--- src/rtl/sobel_edge3x3.sv ---
// Three-stage Sobel gradient magnitude with edge flag for a 3x3 window stream.
// A position tracker keeps only windows whose centre lies inside the frame.
module sobel_edge3x3 #(
  parameter int W = 3124,
  parameter int H = 2048
) (
  input  logic       clk,
  input  logic       rst,
  input  logic       in_valid,
  input  logic       in_sof,
  input  logic [7:0] p00,
  input  logic [7:0] p01,
  input  logic [7:0] p02,
  input  logic [7:0] p10,
  input  logic [7:0] p11,
  input  logic [7:0] p12,
  input  logic [7:0] p20,
  input  logic [7:0] p21,
  input  logic [7:0] p22,
  input  logic [7:0] threshold,
  output logic [7:0] out_mag,
  output logic       out_edge,
  output logic       out_valid,
  output logic       out_sof,
  output logic       out_eol,
  output logic       out_eof
);

  localparam int XW = $clog2(W);
  localparam int YW = $clog2(H);
  localparam logic [XW-1:0] X_LAST = XW'(W - 1);
  localparam logic [YW-1:0] Y_LAST = YW'(H - 1);

  // Stream semantics: no backpressure. A cycle with in_valid=1 carries one
  // pixel; every stage's *_valid marks a live result and bubbles simply flow.

  // Tracker registers hold the coordinate expected for the next valid pixel.
  logic [XW-1:0] x_q, cur_x;
  logic [YW-1:0] y_q, cur_y;
  logic          act_q, cur_act;
  logic          accept;

  always_comb begin
    cur_x   = x_q;
    cur_y   = y_q;
    cur_act = act_q;
    if (in_valid && in_sof) begin
      cur_x   = '0;
      cur_y   = '0;
      cur_act = 1'b1;
    end
  end

  assign accept = in_valid && cur_act && (cur_x >= XW'(2)) && (cur_y >= YW'(2));

  always_ff @(posedge clk or posedge rst) begin
    if (rst) begin
      x_q   <= '0;
      y_q   <= '0;
      act_q <= 1'b0;
    end else if (in_valid && cur_act) begin
      act_q <= 1'b1;
      if (cur_x == X_LAST) begin
        x_q <= '0;
        if (cur_y == Y_LAST) begin
          y_q   <= '0;
          act_q <= 1'b0;
        end else begin
          y_q <= cur_y + 1'b1;
        end
      end else begin
        x_q <= cur_x + 1'b1;
        y_q <= cur_y;
      end
    end
  end

  function automatic logic [9:0] wsum(input logic [7:0] a, input logic [7:0] b,
                                      input logic [7:0] c);
    return {2'b00, a} + {1'b0, b, 1'b0} + {2'b00, c};
  endfunction

  function automatic logic [9:0] abs_diff(input logic [9:0] pos, input logic [9:0] neg);
    logic [10:0] d;
    d = {1'b0, pos} - {1'b0, neg};
    return d[10] ? 10'(-d) : d[9:0];
  endfunction

  // Stage 1: weighted triple sums
  logic       s1_valid, s1_sof, s1_eol, s1_eof;
  logic [9:0] s1_gxp, s1_gxn, s1_gyp, s1_gyn;

  always_ff @(posedge clk or posedge rst) begin
    if (rst) begin
      s1_valid <= 1'b0;
      s1_sof   <= 1'b0;
      s1_eol   <= 1'b0;
      s1_eof   <= 1'b0;
      s1_gxp   <= '0;
      s1_gxn   <= '0;
      s1_gyp   <= '0;
      s1_gyn   <= '0;
    end else begin
      s1_valid <= accept;
      s1_sof   <= accept && (cur_x == XW'(2)) && (cur_y == YW'(2));
      s1_eol   <= accept && (cur_x == X_LAST);
      s1_eof   <= accept && (cur_x == X_LAST) && (cur_y == Y_LAST);
      if (accept) begin
        s1_gxp <= wsum(p02, p12, p22);
        s1_gxn <= wsum(p00, p10, p20);
        s1_gyp <= wsum(p20, p21, p22);
        s1_gyn <= wsum(p00, p01, p02);
      end
    end
  end

  // Stage 2: signed differences folded to magnitudes
  logic       s2_valid, s2_sof, s2_eol, s2_eof;
  logic [9:0] s2_ax, s2_ay;

  always_ff @(posedge clk or posedge rst) begin
    if (rst) begin
      s2_valid <= 1'b0;
      s2_sof   <= 1'b0;
      s2_eol   <= 1'b0;
      s2_eof   <= 1'b0;
      s2_ax    <= '0;
      s2_ay    <= '0;
    end else begin
      s2_valid <= s1_valid;
      s2_sof   <= s1_sof;
      s2_eol   <= s1_eol;
      s2_eof   <= s1_eof;
      if (s1_valid) begin
        s2_ax <= abs_diff(s1_gxp, s1_gxn);
        s2_ay <= abs_diff(s1_gyp, s1_gyn);
      end
    end
  end

  // Stage 3: sum, saturate to 8 bits, threshold
  logic [10:0] mag;
  logic [7:0]  mag_sat;

  assign mag     = {1'b0, s2_ax} + {1'b0, s2_ay};
  assign mag_sat = (|mag[10:8]) ? 8'hff : mag[7:0];

  always_ff @(posedge clk or posedge rst) begin
    if (rst) begin
      out_valid <= 1'b0;
      out_sof   <= 1'b0;
      out_eol   <= 1'b0;
      out_eof   <= 1'b0;
      out_mag   <= '0;
      out_edge  <= 1'b0;
    end else begin
      out_valid <= s2_valid;
      out_sof   <= s2_sof;
      out_eol   <= s2_eol;
      out_eof   <= s2_eof;
      if (s2_valid) begin
        out_mag  <= mag_sat;
        out_edge <= (mag_sat >= threshold);
      end
    end
  end

endmodule

--- config.mk ---
export PLATFORM = sky130hd
export DESIGN_NAME = sobel_edge3x3
export DESIGN_NICKNAME = d
export VERILOG_FILES = /design/src/rtl/sobel_edge3x3.sv
export SDC_FILE = /design/constraint.sdc
export NUM_CORES = 1
export LEC_CHECK = 0
export ABC_AREA = 0
export BUFFER_PORTS_ARGS = -buffer_cell sky130_fd_sc_hd__buf_2
export CAP_MARGIN = 0
export CORE_MARGIN = 3
export CORE_UTILIZATION = 40
export CTS_CLUSTER_SIZE = 30
export DETAILED_ROUTE_END_ITERATION = 7
export GPL_TIMING_DRIVEN = 0
export PLACE_DENSITY = 0.56
export SLEW_MARGIN = 20
export SYNTH_ARGS = -nofsm -noshare
export SYNTH_HDL_FRONTEND = slang
export SYNTH_SLANG_ARGS = --single-unit
export TNS_END_PERCENT = 100
--- constraint.sdc ---
create_clock -name clk -period 4.17 [get_ports clk]
set_input_delay 0.6255 -clock clk [delete_from_list [all_inputs] [get_ports clk]]
set_output_delay 0.6255 -clock clk [all_outputs]
set_load 0.05 [all_outputs]
After elaboration in Yosys (flattened, before gate mapping)
Index checks and enable logic that the tools add are counted.
- flip-flop bits (word level): 105
- bits in latches: 0
- bits in writable memories: 0
- memories kept: 0
- memory bits (read-only): 0
- reduce and logical (&&, ||, !) cells: 9
- $mul: 0
- shift operators: 0
- equal/unequal tests: 4
- multiplexer cells: 11
- bitwise logic cells: 0
- add/subtract/negate cells: 15
- magnitude comparators: 3
- div/mod/pow operators: 0
- operators by type and width (kind ; number):
    $add 10x8->10 ; 4
    $add 8x9->10 ; 4
    $mux 11 ; 3
    $mux 12 ; 2
    $sub 10x10->11 ; 2
    $mux 10 ; 2
    $neg 10->10 ; 2
    $add 12x1->12 const B ; 1
    $eq 12x12->1 const B ; 1
    $eq 12x2->1 const B ; 1
    $ge 12x2->1 const B ; 1
    $add 10x10->11 ; 1
    $add 11x1->11 const B ; 1
    $eq 11x11->1 const B ; 1
    $eq 11x2->1 const B ; 1
    $ge 11x2->1 const B ; 1
    $ge 8x8->1 ; 1
    $logic_and 1x1->1 ; 8
    $mux 8 ; 1
    $mux 1 ; 3
    $reduce_or 3->1 ; 1

Logic depth before layout (Yosys ltp)
- depth in word-level cells: 7
- mapped depth: 16

Worst setup path before layout
OpenSTA, ideal clock, no wires.
- path kind: flip-flop to flip-flop
- from: register s2_ax[0]
- to: register out_edge
- cell stages (with the launch flop): 17
- arrival time: 3.438 ns
- clock period less this slack: 3.562 ns
- slack: 0.608 ns
- cells stage by stage: dfrtp_1 ha_1 fa_1 a21o_1 a21oi_1 o21ai_0 a211o_1 a32oi_1 nor2b_1 ha_1 nand2b_1 a21o_1 a21o_1 a21o_1 a211oi_1 o21a_1 nor3_1
- cells in the longest elaborated chain, start to end: 4
- RTL lines (element ; line ; source):
    start, declared ; 119 ; logic [9:0] s2_ax, s2_ay;
    start signal, assigned ; 135 ; s2_ax <= abs_diff(s1_gxp, s1_gxn);
    $add 10x10->11 * ; 145 ; assign mag = {1'b0, s2_ax} + {1'b0, s2_ay};
    $reduce_or 3->1 ; 146 ; assign mag_sat = (|mag[10:8]) ? 8'hff : mag[7:0];
    $mux 8 * ; 146 ;
    $ge 8x8->1 * ; 163 ; out_edge <= (mag_sat >= threshold);
    end signal, assigned ; 163 ;
    end, declared ; 22 ; output logic out_edge,
Every way passes the cells marked *; elsewhere a longest branch is shown, timed or not.
A chain may end at the register's enable or synchronous reset.

Final worst setup path
- from: register s2_ay[0]
- to: register out_edge
- cells in the longest elaborated chain, start to end: 4
- RTL lines (element ; line ; source):
    start, declared ; 119 ;
    start signal, assigned ; 136 ; s2_ay <= abs_diff(s1_gyp, s1_gyn);
    $add 10x10->11 * ; 145 ;
    $reduce_or 3->1 ; 146 ;
    $mux 8 * ; 146 ;
    $ge 8x8->1 * ; 163 ;
Marks and branches as above.

==> impl_metrics.tcl <==
set metrics [dict create \
    status "completed" \
    arrival_ps 4080 \
    ys_types 57 \
    yosys_most_used_dff "dfrtp_1" \
    die_w_microns 147 \
    placed_cell_area_sq_um 8710 \
    design_area_sq_um 8990 \
    post-route-min-period_ps 3840 \
    critPathMaxFanout 5 \
    cp_common_cell "a21o_1" \
    slowest_delay_ps 400 \
    crit_type "reg -> reg" \
    insertion_delay_ps 350 \
    skew_ps 6.65 \
    crit_chain "ha_1 -> fa_1 -> a21o_1 -> a21oi_1 -> o21ai_0 -> a211o_1 -> a32oi_2 -> nor2b_1 -> ha_1 -> nand2b_1 -> a21o_1 -> a21o_1 -> a21o_1 -> a211oi_1 -> o21a_1 -> nor3_1" \
    hold_buffers 0 \
    num_vias 6334 \
    grt_max_degree 62 \
    finalCritPeriodShare_pct 92.1 \
    synth_top_family_by_area "adder cells" \
    yosys_warnings 0 \
    cts.sinks 105 \
    synth_seq_cells 105 \
    finalNetCount 1158 \
    grt_usage_pct 17.8 \
    synthAdderAreaFrac_pct 21.5 \
    timing.slew.headroom_pct 46.4 \
    maxCapViolCount 0 \
    critical-path-top-delay-family "compound AO/OA/AOI/OAI gates" \
    routed_wl_microns 18800 \
    max_freq_mhz 260 \
    syn_area_sq_um 7910 \
    row_count 50 \
    yosysSeqAreaShare_pct 33.2 \
    synth_edf_count 0 \
    crit_buf_inv 0 \
    die_area_sq_um 21500 \
    synth-xor-area-share_pct 6.64 \
    cp.required_ps 4410 \
    synthToLayoutAreaGrowth_pct 13.7 \
    core_area_sq_um 19100 \
    drc 0 \
    synthCells 859 \
    gp_congestion 0.842 \
    min_path_type "in -> async" \
    cts_htree_levels 3 \
    cts_buffer_depth 2 \
    ir_drop_mv 0.163 \
    grt_pass1_wl_microns 31500 \
    antenna_found_initial 0 \
    drive_gt1_share_pct 12.6 \
    setup_viol 0 \
    clk_pin_slew_ps 70 \
    drtIter0Drc 280 \
    viasPerCell 5.17 \
    worst_pin_slew_ps 802 \
    cts_tree "done" \
    grt_pass1_vias 6292 \
    startpoint_type "flop" \
    tritoncts.num_buffers 9 \
    yosys.area_share.simple_pct 15.1 \
    syn_nets 1058 \
    overflow 0 \
    power.density_nw_per_um2 266 \
    antennaDiodeCount 0 \
    leakage_nw 4.50 \
    first_pass_iters 4 \
    avgSynthCellArea_sq_um 9.21 \
    dieHeight_microns 147 \
    hold_viol_final 0 \
    async_flop_share_pct 100 \
    start_util_pct 41.5 \
    synth_mux_area_share_pct 1.52 \
    synth_compound_area_share_pct 17.9 \
    ios 97 \
    holdWs_ps 348 \
    hpwl_microns 15000 \
    port-buffer-count 88 \
    postRouteAntennaNets 0 \
    rsz0062_at_grt "false" \
    wl_per_cell_microns 15.3 \
    cp-end-kind "flop" \
    crit_slowest_cell "fa_1" \
    slew_violations 0 \
    cts_root_buffer "clkbuf_16" \
]
## cell usage after synthesis, types with 4 or more instances
master / number / share of area, %
a211o_1: 4 / 0.44
a211oi_1: 6 / 0.57
a21o_1: 28 / 2.7
a21oi_1: 43 / 2.7
a31oi_1: 18 / 1.4
and2_1: 4 / 0.32
and3_1: 6 / 0.47
and4_1: 4 / 0.44
clkbuf_1: 20 / 0.95
dfrtp_1: 105 / 33
fa_1: 35 / 8.9
ha_1: 80 / 13
inv_1: 55 / 2.6
mux2_2: 8 / 1.1
nand2_1: 99 / 4.7
nand2b_1: 11 / 0.87
nand3_1: 18 / 1.1
nand4_1: 6 / 0.47
nor2_1: 76 / 3.6
nor2b_1: 10 / 0.79
nor3_1: 14 / 0.89
nor3b_1: 4 / 0.38
nor4_1: 6 / 0.47
o211ai_1: 7 / 0.66
o21ai_0: 79 / 5.0
o31ai_1: 4 / 0.38
o41ai_1: 5 / 0.55
xnor2_1: 29 / 3.2
xor2_1: 31 / 3.4
## cells by family (layout without fill, tap and decap cells)
| logic type | count (synthesis) | after routing |
|---|---|---|
| simple gates | 264 | 264 |
| compound gates | 223 | 223 |
| fa+ha+maj | 115 | 115 |
| flops | 105 | 105 |
| buf+inv | 81 | 186 |
| xor+xnor | 60 | 60 |
| mux | 11 | 11 |
## worst paths after layout
check,cells past startpoint,slack (ps),end,from
max in group asynchronous,3,3180,x_q[0]$_DFFE_PP0P_,rst
min in group clk,0,350,out_sof$_DFF_PP0_,s2_sof$_DFF_PP0_
max reg2reg,16,330,out_edge$_DFFE_PP0P_,s2_ay[0]$_DFFE_PP0P_
max,16,330,out_edge$_DFFE_PP0P_,s2_ay[0]$_DFFE_PP0P_
min reg2reg,0,350,out_sof$_DFF_PP0_,s2_sof$_DFF_PP0_
min,2,350,out_edge$_DFFE_PP0P_,rst
## metrics by stage
step                total power [W]  utilization (%)  worst slack (ps)  std cells  setup TNS (ps)
finish                      0.00240             47.1               329       1224               0
global route                0.00254             47.1              87.4       1224               0
CTS                         0.00243             47.1               198       1224               0
detailed placement          0.00160             45.7               210       1208               0
global placement            0.00160             45.5              -701       1207          -72500
floorplan                   0.00142                -               608        859               0
## worst reg2reg max path: cells and delay by family, from the launching register on
family	cells	cell delay (ps)
adders and majority gates	3	860
DFF	1	390
and+or+nand+nor	3	420
AOI/OAI and AO/OA	10	2050
## state kept, by name, indices dropped and copies added (netlist names), 8 cells and up
register,count
s2_ay,10
y_q,11
out_mag,8
s1_gxn,10
s1_gyp,10
s1_gxp,10
s2_ax,10
x_q,12
s1_gyn,10
## layer usage
metal | up-vias | wire length, microns | track usage (%)
met5 | - | 0 | 0
met4 | 0 | 213 | 3.76
met1 | 3010 | 9590 | 26.3
met3 | 18 | 525 | 2.76
met2 | 94 | 8450 | 27.7
li1 | 3212 | - | -
## final cells by class
type | instances | area (sq um)
tap | 260 | 325
inverter | 55 | 211
buffer | 26 | 116
clock inverter | 2 | 12.5
sequential | 105 | 2630
clock buffer | 14 | 264
timing repair buffer | 89 | 468
multi-input combinational | 673 | 4970
fill | 1870 | 10100
## power breakdown
| part | total (W) | internal [W] | switching (W) |
|---|---|---|---|
| Clock | 0.000819 | 0.000438 | 0.000381 |
| Sequential | 0.00104 | 0.00103 | 0.0000103 |
| Combinational | 0.000540 | 0.000232 | 0.000308 |
## placed cells by master (no fill, tap or decap), types with 5 or more instances in the layout
cell type  instances
a211oi_1           6
a21o_1            28
a21oi_1           43
a31oi_1           18
and3_1             6
buf_2             91
clkbuf_1          23
clkbuf_16          9
dfrtp_1          105
fa_1              35
ha_1              80
inv_1             54
mux2_2             8
nand2_1           99
nand2b_1          11
nand3_1           18
nand4_1            6
nor2_1            76
nor2b_1           10
nor3_1            14
nor4_1             6
o211ai_1           7
o21ai_0           79
o41ai_1            5
xnor2_1           29
xor2_1            31
## what timing repair did
action | CTS | global route
resized for setup | 0 | 1
setup buffers | 0 | 0
endpoints found under the setup margin | 0 | 1
(Power assumes the default switching activity.)
